**src/rtl/opponent_state_decoder.sv**
```systemverilog
// opponent_state_decoder
// Validates opponent packet words from the Ethernet receive stage. It drops
// duplicates and out-of-range words, and holds the last good opponent state as
// registered fields. It also produces link status, a one-shot opponent-reset
// pulse and packet statistics.
//
// Ports:
//   clk_in           eth_refclk (50 MHz)
//   rst_in           synchronous active-high reset
//   axiov / axiod    packet word strobe / 44-bit packet word
//   opp_x, opp_y     last accepted coordinates (11 bits each)
//   opp_dir          last accepted direction (9 bits)
//   opp_game         last accepted game status (3 bits)
//   opp_reset_pulse  one-cycle pulse on a 0->1 edge of the accepted rst flag
//   new_pkt          one-cycle pulse when the field outputs update
//   link_up          high while accepted packets keep arriving within the timeout
//   pkt_count        accepted packets, wrapping
//   err_count        rejected packets, saturating at 255
//
// Optional build macro: SEQ_CHECK_EN. When it is defined, the block checks
// sequence continuity on accepted packets and counts breaks in err_count.
module opponent_state_decoder #(
  parameter int MAX_COORD      = 1024,
  parameter int MAX_DIR        = 360,
  parameter int TIMEOUT_CYCLES = 5000000
) (
  input  logic        clk_in,
  input  logic        rst_in,
  input  logic        axiov,
  input  logic [43:0] axiod,
  output logic [10:0] opp_x,
  output logic [10:0] opp_y,
  output logic [8:0]  opp_dir,
  output logic [2:0]  opp_game,
  output logic        opp_reset_pulse,
  output logic        new_pkt,
  output logic        link_up,
  output logic [15:0] pkt_count,
  output logic [7:0]  err_count
);

  localparam int TW = $clog2(TIMEOUT_CYCLES);
  localparam logic [TW-1:0] LP_TMO_LAST  = TW'(TIMEOUT_CYCLES - 1);
  localparam logic [TW-1:0] LP_TMO_ONE   = TW'(1);
  localparam logic [10:0]   LP_MAX_COORD = 11'(MAX_COORD);
  localparam logic [8:0]    LP_MAX_DIR   = 9'(MAX_DIR);

  typedef enum logic [0:0] {
    LINK_DOWN = 1'b0,
    LINK_UP   = 1'b1
  } state_t;

  state_t        r_state;
  state_t        w_next_state;
  logic [43:0]   r_last_word;
  logic          r_last_rst_flag;
  logic [TW-1:0] r_tmo;
  logic [10:0]   r_opp_x;
  logic [10:0]   r_opp_y;
  logic [8:0]    r_opp_dir;
  logic [2:0]    r_opp_game;
  logic          r_reset_pulse;
  logic          r_new_pkt;
  logic [15:0]   r_pkt_count;
  logic [7:0]    r_err_count;

  logic [10:0] w_x;
  logic [10:0] w_y;
  logic [8:0]  w_dir;
  logic [2:0]  w_game;
  logic        w_rst_flag;
  logic        w_fresh;
  logic        w_fields_ok;
  logic        w_accept;
  logic        w_reject;
  logic        w_expire;
  logic        w_seq_err;

  assign w_x        = axiod[43:33];
  assign w_y        = axiod[31:21];
  assign w_dir      = axiod[19:11];
  assign w_game     = axiod[7:5];
  assign w_rst_flag = axiod[3];

  // The duplicate filter compares the whole word, so reserved bits count too.
  assign w_fresh     = axiov && (axiod != 44'd0) && (axiod != r_last_word);
  assign w_fields_ok = (w_x < LP_MAX_COORD) && (w_y < LP_MAX_COORD) && (w_dir < LP_MAX_DIR);
  assign w_accept    = w_fresh && w_fields_ok;
  assign w_reject    = w_fresh && !w_fields_ok;
  // An accept in the expiry cycle takes priority over the timeout.
  assign w_expire    = (r_state == LINK_UP) && !w_accept && (r_tmo == LP_TMO_LAST);

`ifdef SEQ_CHECK_EN
  logic [2:0] w_seq;
  logic [2:0] r_last_seq;

  assign w_seq = axiod[10:8];
  // The first packet after LINK_DOWN starts a new sequence and is not checked.
  assign w_seq_err = w_accept && (r_state == LINK_UP) && (w_seq != (r_last_seq + 3'd1));

  // Last accepted sequence number; cleared on reset and on link loss.
  always_ff @(posedge clk_in) begin
    if (rst_in) begin
      r_last_seq <= 3'd0;
    end else if (w_accept) begin
      r_last_seq <= w_seq;
    end else if (w_expire) begin
      r_last_seq <= 3'd0;
    end else begin
      r_last_seq <= r_last_seq;
    end
  end
`else
  assign w_seq_err = 1'b0;
`endif

  // Link state register.
  always_ff @(posedge clk_in) begin
    if (rst_in) begin
      r_state <= LINK_DOWN;
    end else begin
      r_state <= w_next_state;
    end
  end

  // Next-state logic.
  always_comb begin
    w_next_state = r_state;
    case (r_state)
      LINK_DOWN: w_next_state = w_accept ? LINK_UP : LINK_DOWN;
      LINK_UP:   w_next_state = w_expire ? LINK_DOWN : LINK_UP;
      default:   w_next_state = LINK_DOWN;
    endcase
  end

  // State-decoded output. It is a decode of the state register only, so it is glitch-free.
  always_comb begin
    link_up = 1'b0;
    case (r_state)
      LINK_UP:   link_up = 1'b1;
      LINK_DOWN: link_up = 1'b0;
      default:   link_up = 1'b0;
    endcase
  end

  // Field registers, pulses, packet counter, duplicate history and timeout counter.
  always_ff @(posedge clk_in) begin
    if (rst_in) begin
      r_opp_x         <= 11'd0;
      r_opp_y         <= 11'd0;
      r_opp_dir       <= 9'd0;
      r_opp_game      <= 3'd0;
      r_reset_pulse   <= 1'b0;
      r_new_pkt       <= 1'b0;
      r_pkt_count     <= 16'd0;
      r_last_word     <= 44'd0;
      r_last_rst_flag <= 1'b0;
      r_tmo           <= '0;
    end else begin
      r_new_pkt     <= w_accept;
      r_reset_pulse <= w_accept && w_rst_flag && !r_last_rst_flag;
      if (w_accept) begin
        r_opp_x         <= w_x;
        r_opp_y         <= w_y;
        r_opp_dir       <= w_dir;
        r_opp_game      <= w_game;
        r_pkt_count     <= r_pkt_count + 16'd1;
        r_last_word     <= axiod;
        r_last_rst_flag <= w_rst_flag;
        r_tmo           <= '0;
      end else if (w_expire) begin
        // Forgetting history lets an identical retransmit through after reconnect.
        r_last_word     <= 44'd0;
        r_last_rst_flag <= 1'b0;
        r_tmo           <= '0;
      end else if ((r_state == LINK_UP) || (r_tmo != LP_TMO_LAST)) begin
        // Counts while up; while down it only creeps up to the limit and stays there.
        r_tmo <= r_tmo + LP_TMO_ONE;
      end else begin
        r_tmo <= r_tmo;
      end
    end
  end

  // Saturating error counter covering range rejects and, optionally, sequence breaks.
  always_ff @(posedge clk_in) begin
    if (rst_in) begin
      r_err_count <= 8'd0;
    end else if ((w_reject || w_seq_err) && (r_err_count != 8'hFF)) begin
      r_err_count <= r_err_count + 8'd1;
    end else begin
      r_err_count <= r_err_count;
    end
  end

  assign opp_x           = r_opp_x;
  assign opp_y           = r_opp_y;
  assign opp_dir         = r_opp_dir;
  assign opp_game        = r_opp_game;
  assign opp_reset_pulse = r_reset_pulse;
  assign new_pkt         = r_new_pkt;
  assign pkt_count       = r_pkt_count;
  assign err_count       = r_err_count;

endmodule

```
**config.mk**
```make
export PLATFORM = sky130hd
export DESIGN_NAME = opponent_state_decoder
export DESIGN_NICKNAME = d
export VERILOG_FILES = /design/src/rtl/opponent_state_decoder.sv
export SDC_FILE = /design/constraint.sdc
export NUM_CORES = 1
export LEC_CHECK = 0
export BUFFER_PORTS_ARGS = -buffer_cell sky130_fd_sc_hd__buf_2
export CAP_MARGIN = 20
export CELL_PAD_IN_SITES_DETAIL_PLACEMENT = 0
export CELL_PAD_IN_SITES_GLOBAL_PLACEMENT = 1
export CORE_UTILIZATION = 45
export CTS_CLUSTER_DIAMETER = 200
export DETAILED_ROUTE_END_ITERATION = 10
export PLACE_DENSITY_LB_ADDON = 0.08
export SETUP_SLACK_MARGIN = 0.15
export SLEW_MARGIN = 20
export SYNTH_ARGS = -nofsm -noshare
export SYNTH_HDL_FRONTEND = slang
export SYNTH_SLANG_ARGS = --single-unit
```
**constraint.sdc**
```tcl
create_clock -name clk_in -period 6 [get_ports clk_in]
set_input_delay 1.2 -clock clk_in [delete_from_list [all_inputs] [get_ports clk_in]]
set_output_delay 1.2 -clock clk_in [all_outputs]
set_load 0.03 [all_outputs]
```
==> results.txt <==
----------------------------------------------------
[Die]
  Die area ... about 0.014 mm^2
  I/O pin count ... between 100 and 150
  Row Count ... 41
  Initial cell density of the core ... 0.467
  Core box area ... between 0.01 and 0.015 mm^2
  Die X-Extent ... roughly 120 um
  Die H ... ~120 um

[STA]
  Post-route worst hold slack ... between 0.4 and 0.5 ns
  Shortest period the worst path allows ... between 3 and 4 ns
  Number of max-slew violations in the final report ... 0
  Setup TNS after final layout ... 0 ns
  Part of the cycle the worst path needs ... 0.568
  Remaining max-slew budget at the tightest pin ... 0.316
  Actual transition at the worst max-transition pin ... around 1.0 ns
  Worst-case clock skew ... around 0.0096 ns
  Unrepaired setup endpoints after global routing ... no
  Count of endpoints failing setup in the final report ... 0
  Final hold vios ... 0
  Achievable clock frequency ... between 200 and 300 MHz

[Setup path]
  Worst Path Required ... approximately 6.3 ns
  CP delay by family, top ... simple AND/OR/NAND/NOR gates
  Startpoint Class ... input port
  Critical-path maximum fanout ... 37
  Data arrival time of the worst path ... approximately 3.7 ns
  Delay contributed by the slowest stage of the critical path ... about 0.57 ns
  Type of element capturing the critical path ... flop
  Cell chain of the critical path ... buf_2 -> nor4_1 -> nand4_1 -> or4_1 -> nand3_1 -> buf_4 -> nor2_2 -> buf_4 -> o41ai_1
  Most repeated library cell on the critical path ... sky130_fd_sc_hd__buf_4
  Crit path max-delay cell type ... sky130_fd_sc_hd__or4_1
  Crit path buf inv count ... 3
  Kind of critical path ... in -> reg

[Power and ir drop]
  Leakage Power ... 2.59 nW
  Final Power ... 2.07 mW
  Maximum VDD drop ... roughly 0.21 mV
  Ratio of total power to cell area ... between 200 and 300 mW/mm^2

[Clocking]
  Number of buffers inserted during clock tree synthesis ... 17
  Clock latency of the later-clocked register in the worst-skew pair ... 0.42 ns
  Clock tree sinks ... between 100 and 150
  Clock-pin slew on the worst setup and hold paths ... about 0.05 ns
  Clk Tree Root Cell ... sky130_fd_sc_hd__clkbuf_16
  CTS tree ... yes
  H-Tree Depth ... 4
  Post-CTS Setup Bufs ... 0
  Number of hold buffers added after cts ... 0
  Resized cells post-CTS ... 0
  Max clock buf depth ... 2

[Drt]
  DRC violations left ... 0
  Initial DRT Pass Iterations ... 4
  Routed length per placed instance ... around 17 um
  Vias per std cell ... between 5 and 6
  Post-detailed-routing wire length ... 15.5 mm
  Vias ... 5143
  Number of nets with antenna violations after routing ... 0
  Detailed router's first-iteration violation count ... between 300 and 400

[Logic synthesis]
  Leading register cell type out of synthesis ... sky130_fd_sc_hd__dfxtp_1
  Count of mapped cells out of synthesis ... approximately 660
  Fraction of post-synthesis cell area in the top cell type by area ... 0.431
  Post-synth EDFFs ... 0
  Flops & latches, synth ... ~130
  Top cells by area in the synthesized netlist ... sky130_fd_sc_hd__dfxtp_1 43%, sky130_fd_sc_hd__xnor2_1 9.1%, sky130_fd_sc_hd__nand4b_1 5.0%, sky130_fd_sc_hd__o21ai_0 4.5%, sky130_fd_sc_hd__nand2b_1 2.6%
  Distinct cell type count after synthesis ... 45
  Ys async rst share ... 0
  Proportion of synthesized chip area in sequential cells ... 0.431
  Net count after synthesis ... 707
  Area of the mapped netlist ... approximately 0.006 mm^2
  Library cell with the largest summed area after synthesis ... sky130_fd_sc_hd__dfxtp_1
  Count of synthesis-stage warnings from yosys ... 0
  Post-Synthesis Mean Instance Area ... ~9.0 um^2

[Hold path]
  Min-Delay Path Class ... reg -> reg

[Cells and area]
  Synthesis-to-layout area growth ... 19.9%
  Layout cell share with drive strength beyond 1 ... 0.215
  Number of antenna cells inserted ... 0
  Commonest cells after routing, fill and taps aside ... 128 x sky130_fd_sc_hd__dfxtp_1, 107 x sky130_fd_sc_hd__buf_2, 62 x sky130_fd_sc_hd__xnor2_1
  Cell area after layout ... 0.00712 mm^2
  Number of nets in the final layout ... around 800
  Most common cell after layout, fill and taps aside ... sky130_fd_sc_hd__dfxtp_1
  Fill count ... roughly 1.2k

[Placement]
  Count of input and output buffers ... 107
  Half-perimeter wire length after detailed placement ... 10.3 mm
  GP Congestion ... approximately 0.84
  Placed Area ... approximately 0.0065 mm^2

[Global route]
  Largest net degree at the start of global routing ... about 110
  Total Routing Usage GR ... 0.241
  Antenna violations before repair ... 0
  Global-route wire length before repair ... around 25 mm
  Number of global-route vias before repair ... 5005
  Final global-route overflow total ... 0

[Status]
  Result of the run ... finished, final reports clean

[Job]
  Max-capacitance violation count ... 0

----------------------------------------------------
==> worst min-delay path: stages, from the launching register on <==
cell and delay [ns]:
sky130_fd_sc_hd__dfxtp_1 0.30, sky130_fd_sc_hd__nand2b_1 0.06, sky130_fd_sc_hd__o21ai_0 0.06
==> stage by stage <==
step                 util  setup slack (ns)  std cells
detailed placement  0.513              2.15        900
global route        0.560              2.35        931
finish              0.560              2.59        931
global placement    0.513              2.23        900
CTS                 0.560              2.58        931
floorplan               -              3.04        657
==> final cells by class <==
type                    count  area [um^2]  area share
multi-input cells         448         3030       0.425
well taps                 172          215      0.0302
inverters                  39          146      0.0205
flip-flops and latches    128         2560       0.360
repair buffers            113          581      0.0815
clock buffers              26          519      0.0729
clock inverters             5         75.1      0.0105
==> sequential cells by signal (all words and copies together) (netlist names) <==
register / count
r_last_word: 44
new_pkt: 1
opp_reset_pulse: 1
pkt_count: 16
r_tmo: 23
opp_y: 11
err_count: 8
opp_game: 3
r_state: 1
opp_dir: 9
opp_x: 11
==> cells in the mapped netlist, types with 2 or more instances <==
master and instances:
sky130_fd_sc_hd__and2_1 4, sky130_fd_sc_hd__a21oi_1 29, sky130_fd_sc_hd__mux2i_1 2, sky130_fd_sc_hd__inv_1 39, sky130_fd_sc_hd__nand4b_1 34, sky130_fd_sc_hd__buf_6 5
sky130_fd_sc_hd__nand2b_1 25, sky130_fd_sc_hd__and3_1 10, sky130_fd_sc_hd__or4_1 19, sky130_fd_sc_hd__dfxtp_1 128, sky130_fd_sc_hd__o21ai_2 10, sky130_fd_sc_hd__buf_4 3
sky130_fd_sc_hd__nor3b_1 4, sky130_fd_sc_hd__clkbuf_1 24, sky130_fd_sc_hd__nor4_1 14, sky130_fd_sc_hd__nor3_1 15, sky130_fd_sc_hd__buf_2 7, sky130_fd_sc_hd__nand2_1 16
sky130_fd_sc_hd__ha_1 3, sky130_fd_sc_hd__o21ai_0 53, sky130_fd_sc_hd__mux2_2 3, sky130_fd_sc_hd__and4_1 3, sky130_fd_sc_hd__nand3_1 25, sky130_fd_sc_hd__nor2_1 34
sky130_fd_sc_hd__o41ai_1 10, sky130_fd_sc_hd__a22o_1 8, sky130_fd_sc_hd__nand4_1 25, sky130_fd_sc_hd__o31ai_1 17, sky130_fd_sc_hd__xnor2_1 62, sky130_fd_sc_hd__nor4_4 2
sky130_fd_sc_hd__buf_1 3, sky130_fd_sc_hd__xor2_1 2, sky130_fd_sc_hd__or3_1 3, sky130_fd_sc_hd__nor4b_1 2, sky130_fd_sc_hd__nor2b_1 4
==> metal layers <==
metal / track usage / vias up / routed length [um]
met5: 0 / - / 0
met4: 0.0827 / 0 / 63
met3: 0.0602 / 4 / 584
met2: 0.400 / 97 / 7740
met1: 0.305 / 2484 / 7130
li1: - / 2558 / -
==> cells by family after synthesis <==
kind of cell | share of synthesized area
AO/OA/AOI/OAI | 0.142
XOR/XNOR | 0.0943
adder cells (fa/ha/maj) | 0.00632
buffers and inverters | 0.0609
flip-flops | 0.431
multiplexers | 0.00905
AND/OR/NAND/NOR | 0.256
==> worst paths after layout <==
| check | end | slack, ns | cells past startpoint | startpoint |
|---|---|---|---|---|
| worst max-delay path | r_last_word[2] | 2.59 | 9 | axiod[38] |
| worst min-delay path | opp_y[7] | 0.47 | 2 | opp_y[7] |
| worst max register to register | r_last_word[36] | 2.69 | 7 | r_tmo[15] |
| worst min register to register | opp_y[7] | 0.47 | 2 | opp_y[7] |
==> power breakdown <==
group          internal, mW  switching [mW]
combinational        0.0556          0.0932
sequential            0.869          0.0140
clock                 0.673           0.361
No activity file was read; power rests on OpenSTA's default activity.
